<file path="src/rtl/mult_pipeline_arb.sv">
// Round-robin arbiter sharing one pipelined multiplier among K requesters; define MULT_ARB_CHK_EN for a sticky err output.
// Latency: gnt to rsp_vld is LAT+2 cycles, one issue per cycle.
// Backpressure: none; the multiplier never stalls and clients must accept every rsp_vld pulse.
module mult_pipeline_arb #(
   parameter int N   = 4,
   parameter int M   = 4,
   parameter int K   = 4,
   parameter int LAT = M
) (
   input  logic             clk,
   input  logic             rstn,
   input  logic             arb_en,
   input  logic [K-1:0]     req,
   input  logic [K*N-1:0]   req_mult1,
   input  logic [K*M-1:0]   req_mult2,
   output logic [K-1:0]     gnt,
   output logic             mul_en,
   output logic [N-1:0]     mul_a,
   output logic [M-1:0]     mul_b,
   input  logic             mul_rdy,
   input  logic [N+M-1:0]   mul_res,
   output logic [K-1:0]     rsp_vld,
   output logic [N+M-1:0]   rsp_res,
   output logic             busy
`ifdef MULT_ARB_CHK_EN
   ,
   output logic             err
`endif
);

   localparam int IDW = $clog2(K);

   logic [IDW-1:0] rr_ptr;
   logic [IDW-1:0] gnt_id;
   logic           gnt_any;
   int             idx;

   // Tag entry j lines up with multiplier stage j; entry LAT meets mul_rdy.
   logic [LAT:0]   tag_vld;
   logic [IDW-1:0] tag_id [LAT+1];
   logic           fire;

   always_comb begin
      gnt     = '0;
      gnt_id  = '0;
      gnt_any = 1'b0;
      idx     = 0;
      if (rstn && arb_en) begin
         for (int off = 1; off <= K; off++) begin
            idx = int'(rr_ptr) + off;
            if (idx >= K) idx = idx - K;
            if (!gnt_any && req[idx]) begin
               gnt_any = 1'b1;
               gnt_id  = IDW'(idx);
            end
         end
      end
      if (gnt_any) gnt[gnt_id] = 1'b1;
   end

   assign fire = tag_vld[LAT] & mul_rdy;
   assign busy = (|tag_vld) | mul_en;

   always_ff @(posedge clk) begin
      if (!rstn) begin
         rr_ptr  <= IDW'(K - 1);
         mul_en  <= 1'b0;
         mul_a   <= '0;
         mul_b   <= '0;
         tag_vld <= '0;
         for (int i = 0; i <= LAT; i++) tag_id[i] <= '0;
         rsp_vld <= '0;
         rsp_res <= '0;
`ifdef MULT_ARB_CHK_EN
         err     <= 1'b0;
`endif
      end else begin
         mul_en <= gnt_any;
         if (gnt_any) begin
            rr_ptr <= gnt_id;
            mul_a  <= req_mult1[gnt_id*N +: N];
            mul_b  <= req_mult2[gnt_id*M +: M];
         end
         tag_vld   <= {tag_vld[LAT-1:0], gnt_any};
         tag_id[0] <= gnt_id;
         for (int i = 1; i <= LAT; i++) tag_id[i] <= tag_id[i-1];
         rsp_vld <= '0;
         // A mismatch never fires: fire needs both the tag and mul_rdy.
         if (fire) begin
            rsp_vld[tag_id[LAT]] <= 1'b1;
            rsp_res              <= mul_res;
         end
`ifdef MULT_ARB_CHK_EN
         if (mul_rdy != tag_vld[LAT]) err <= 1'b1;
`endif
      end
   end

endmodule
</file>
<file path="config.mk">
export PLATFORM = sky130hd
export DESIGN_NAME = mult_pipeline_arb
export DESIGN_NICKNAME = d
export VERILOG_FILES = /design/src/rtl/mult_pipeline_arb.sv
export SDC_FILE = /design/constraint.sdc
export NUM_CORES = 1
export LEC_CHECK = 0
export ABC_AREA = 1
export BUFFER_PORTS_ARGS = -buffer_cell sky130_fd_sc_hd__buf_2
export CAP_MARGIN = 40
export CORE_MARGIN = 5
export CORE_UTILIZATION = 48
export CTS_CLUSTER_SIZE = 12
export DETAILED_ROUTE_END_ITERATION = 12
export PLACE_DENSITY = 0.77
export SLEW_MARGIN = 5
export SYNTH_ARGS = -nofsm -noshare
export SYNTH_HDL_FRONTEND = slang
export SYNTH_SLANG_ARGS = --single-unit
</file>
<file path="constraint.sdc">
create_clock -name clk -period 2.2 [get_ports clk]
set_input_delay 0.33 -clock clk [delete_from_list [all_inputs] [get_ports clk]]
set_output_delay 0.33 -clock clk [all_outputs]
set_load 0.02 [all_outputs]
</file>
Word-level counts from Yosys, hierarchy flattened:

Memories as Yosys holds them, arrays and structs flattened.
Cells that the tools add are included.
W data, S select, Z words.

* memory bits (writable): 10
* logic and storage cells: 93
* input bits: 48
* memories: 1
* register bits: 28

* shift operators: 2
* reductions and logical operators: 11
* bitwise gates (word level): 7
* multiplexer cells: 45
* $add $sub $neg: 8
* order comparisons: 12

Memory list
* tag_id: words 5, bits a word 2, read ports 5, clocked after Yosys merged registers in 0, write ports 5, line 40 `logic [IDW-1:0] tag_id [LAT+1];`

Operators with widths (number)
* $mux W32: 8
* $lt A32 B4 Y1 const B: 4
* $shiftx A16 B5 Y4: 2
* $mux W1: 20
* $mux W2: 10
* $sub A3 B3 Y4 const B: 3
* $ge A3 B3 Y1 const B: 3
* $bmux W1 S2: 4
* $add A2 B2 Y3 const B: 2
* $logic_and A1 B1 Y1: 6
* $lt A2 B3 Y1 const B: 2
* $or A1 B1 Y1: 6
* $reduce_or A5 Y1: 1
* $sub A4 B3 Y5 const B: 1
* $add A2 B3 Y4 const B: 1
* $demux W1 S2: 2
* $ge A2 B1 Y1 const B: 2
* $ge A4 B3 Y1 const B: 1
* $mux W4: 1
* $add A2 B1 Y3 const B: 1
* $logic_not A1 Y1: 3
* $reduce_and A2 Y1: 1
* $and A1 B1 Y1: 1

Longest topological paths before layout:

* depth after elaboration: 26
* gate-level depth with buffers: 17
* mapped depth without buffers: 15

Least setup slack after synthesis:

OpenSTA, ideal clock, no wires.

* path kind: reg2out
* start: register rr_ptr[0]
* end: output port gnt[3]
* buffers on the path: 2
* stages on the path, launching flop included: 12
* arrival: 1620 ps
* slack: 250 ps
* cell sequence: dfxtp_1 buf_6 inv_6 nand2_1 nand3_1 nand2_1 nor2_8 nand3_4 nand2_4 nand3_4 buf_2 nor2_1

* longest elaborated chain between the ends: 26

Ends and longest elaborated chain
* from (decl): line 33 `logic [IDW-1:0] rr_ptr;`
* from (signal assigned): line 66 `rr_ptr <= IDW'(K - 1);`
* from (signal assigned): line 80 `rr_ptr <= gnt_id;`
* $add A2 B1 Y3: line 50 `idx = int'(rr_ptr) + off;`
* $sub A3 B3 Y4 / $ge A3 B3 Y1 (equally long branches): line 51 `if (idx >= K) idx = idx - K;`
* $mux W32: line 51
* $mux W32: line 48 `if (rstn && arb_en) begin`
* $bmux W1 S2: line 52 `if (!gnt_any && req[idx]) begin`
* $mux W1 (implied by the code) (2 in series): line 52
* $mux W1: line 52
* $mux W1: line 48
* [... 9 more ...]
* $logic_and A1 B1 Y1: line 52
* $mux W2: line 52
* $mux W2: line 48
* $lt A2 B3 Y1 (implied by the code) / $ge A2 B1 Y1 (equally long branches): line 58 `if (gnt_any) gnt[gnt_id] = 1'b1;`
* $logic_and A1 B1 Y1 (implied by the code): line 58
* $mux W1 (implied by the code): line 58
* $demux W1 S2: line 58
* $mux W4 *: line 58
* to (decl): line 16 `output logic [K-1:0] gnt,`

Every way passes the cells marked *; elsewhere a longest branch is shown, timed or not. The select of a mux whose other input is x is not followed.

Worst setup path in the final report:

Ends and elaborated chain as after synthesis.

==> results.md <==
* Outcome: finished clean
* CTS Sinks at 37
* Period Utilization, post-route at 0.999
* Placed cell count at 397
* Warnings, synthesis at 0
* Worst path arrival time at 1.87 ns
* CTS root buf: clkbuf_8
* Util after Layout at 0.717
* TritonCTS buffer count at 5
* Cell taking the most area after synthesis: dfxtp_1
* Multiplexer area fraction after synthesis at 0
* Delay-heaviest family, CP: simple AND/OR/NAND/NOR gates
* Clk pin slew, worst setup/hold paths at 0.08 ns
* DR pass1 iterations at 4
* Post-Synth Adder-Cell Area at 0
* Comb power frac at 0.365
* Worst slack after detailed placement at 0.0818 ns
* Area Overhead vs Synth at 44.0%
* Placed cell area at 2270 um2
* Finish-stage setup viols at 0
* ANT nets after route at 0
* Largest family of logic cells by synthesized area: simple AND/OR/NAND/NOR gates
* Fraction of layout cells with a size suffix above 1 at 0.388
* Max-Slew Margin vs Limit at 0.726
* Synth Flop Type: dfxtp_1
* P_sw at 0.000769 W
* XOR/XNOR Fraction of Synth Area at 0
* Post-synth net total at 324
* RSZ-0062 raised after global routing: true
* Final hold vios at 0
* Buf/Inv on CP at 3
* Most frequent cells after synthesis: nand2_1 (72), inv_1 (44), nor2_1 (39), dfxtp_1 (37), nand3_1 (23)
* Via/cell ratio at 4.83
* Ant diodes at 0
* Area of the die at 5170 um2
* Max-Cap Viols at 0
* Clock power share at 0.279
* Routed Wire Length at 5260 um
* Compound-Gate Fraction of Synth Area at 0.0599
* Fmax at 0.455 GHz
* Most frequent cell on the critical path: nand2_4
* Post-synthesis sequential element count at 37
* Filler cells at 295
* Sequential power share at 0.356
* Iteration-0 DRC count of the detailed router at 90
* CTS max path bufs at 2
* Post-synth EDFFs at 0
* Tot GR Track Use at 0.197
* Worst path cell trace: inv_8 > nand2_1 > nand2_2 > nand2_4 > nand2_4 > nor2_8 > nand3_4 > nand2_4 > buf_4 > nand3_4 > nor2_1 > buf_4
* Rows at 22
* Die Height at 71.9 um
* Synth top area share at 0.403
* Post-Syn Area at 1840 um2
* Distinct cell type count after synthesis at 22
* Gp weighted congestion at 0.844
* Number of global-route vias before repair at 1930
* Worst Setup End Kind: output pin
* Via count at 2016
* Post-Syn Instances at 276
* Asr flop ratio synth at 0
* CP Data Required Time at 1.87 ns
* Critical path startpoint category: flop
* Most frequent cell after synthesis: nand2_1
* DR WL/cell at 12.6 um
* Leak Pwr at 1.52 nW
* Initial antenna violation count at 0
* Critical path class: flop to output pin
* Port bufs at 73
* Tmin final at 2.20 ns
* Pwr/cell area at 811 nW/um2
* Seq/Total Area, Yosys at 0.403
* Post-synthesis simple-gate area fraction at 0.398
* Clk_skew at 0.00744 ns
* Die width at 71.9 um
* Setup slack after layout at 0.00312 ns
* Mean post-synth cell area at 6.66 um2
* Clk_lat worst skew at 0.29 ns
* Largest net degree at the start of global routing at 29
* Post-route cell area at 2650 um2
* Internal at 0.00138 W
* Htree depth at 2
* Hold_ws at 0.255 ns
* Ports at 74
* Worst-margin pin slew at 0.411 ns
* Worst VDD drop at 0.000469 V
* Sw Ratio at 0.358
* Initial Util at 0.498
* Detailed placement HPWL at 3470 um
* Ranking of synthesized cells by area: dfxtp_1 (40%), nand2_1 (15%), inv_1 (9.0%)
* Final Non-Filler Cells at 417
* CP max-delay cell: dfxtp_4
* Crit-path max cell delay at 0.42 ns
* Drt drc at 0
* Pins over their slew limit at 0
* Worst hold path type: input pin to flop
* NumNets Final at 416
* CTS tree: built
* GR Overflow Total at 0
* First-pass GRT wire length at 8090 um
* Worst-path maximum fanout at 10
* Area of the core at 3690 um2
==> metrics by stage <==
stage | TNS [ns] | power [W]
CTS | -0.00493 | 0.00205
detailed placement | 0 | 0.00135
floorplan | 0 | 0.00119
global route | -0.298 | 0.00226
finish | 0 | 0.00215
global placement | 0 | 0.00134
==> cell type report <==
cell class	instances	area, um2	share of cell area
clock buffer	5	68.8	0.0260
clock inverter	3	46.3	0.0175
inverter	50	205	0.0775
multi-input combinational	180	962	0.364
sequential	37	748	0.283
tap	48	60.1	0.0227
timing repair buffer	94	556	0.210
==> metal layers <==
metal | wire length, um | up-vias | part of all wire | GRT usage
li1 | - | 1031 | - | -
met1 | 2170 | 894 | 0.41 | 0.228
met2 | 2600 | 79 | 0.50 | 0.328
met3 | 380 | 12 | 0.072 | 0.0547
met4 | 100 | 0 | 0.019 | 0.104
met5 | 0 | - | 0 | 0
==> registers in the layout, summed over array words and instances, names as in the netlist <==
signal and count:
tag_vld 5, mul_a 4, rsp_vld 4, tag_id 10
rsp_res 8, rr_ptr 2, mul_b 4
==> final timing paths <==
| path | from | endpoint | slack (ns) | depth (start not counted) |
|---|---|---|---|---|
| worst max-delay path | rr_ptr[0] | gnt[3] | 0.003 | 12 |
| worst min-delay path | req_mult1[7] | mul_a[3] | 0.25 | 3 |
| worst max register to register | rr_ptr[0] | mul_a[0] | 0.12 | 14 |
| worst min register to register | tag_id[0][0] | tag_id[0][2] | 0.42 | 2 |
==> power groups by stage <==
stage                     combinational (W)  sequential (W)  clock [W]
final                              0.000783        0.000764   0.000599
after global routing               0.000843        0.000772   0.000648
after CTS                          0.000679        0.000757   0.000612
after detailed placement           0.000581        0.000774          0
after global placement             0.000569        0.000771          0
after floorplan                    0.000394        0.000798          0
==> cell families after synthesis <==
family | Yosys count
and+or+nand+nor | 158
buffers and inverters | 59
DFF | 37
AOI/OAI and AO/OA | 22
==> cells in the final DEF, fill, tap and decap left out <==
master / instances
clkinv_1: 1
nand2_2: 10
nor3_1: 5
nand3_1: 19
buf_2: 69
a21oi_1: 5
inv_2: 1
nand2_4: 12
nor2_2: 3
dfxtp_1: 35
clkinv_4: 1
clkbuf_8: 5
nand3_2: 3
buf_4: 19
nand3_4: 3
inv_4: 4
bufinv_16: 1
nor2_8: 1
nand4_1: 9
dfxtp_4: 2
inv_8: 1
buf_6: 6
nor2_4: 1
inv_1: 43
nand2_1: 56
o21ai_0: 15
nor2_1: 36
o21ai_1: 2
clkinvlp_4: 1
==> repair_timing <==
action	CTS	global route
endpoints found under the setup margin	4	4
pin swaps	14	15
resized for setup	30	26
hold buffers	0	0
cloned	0	0
buffers inserted	8	4
==> worst register-to-register path, stage by stage (launching register included) <==
cell and delay, ns:
dfxtp_4 0.42, inv_8 0.06, nand2_1 0.07, nand2_2 0.09
nand2_4 0.10, nand2_4 0.08, nor2_8 0.11, nand3_4 0.10
nand2_4 0.10, buf_4 0.13, nand3_4 0.07, buf_4 0.20
buf_4 0.18, o21ai_0 0.17, nand3_1 0.10
Note: power is estimated with default switching activity, not from simulation.
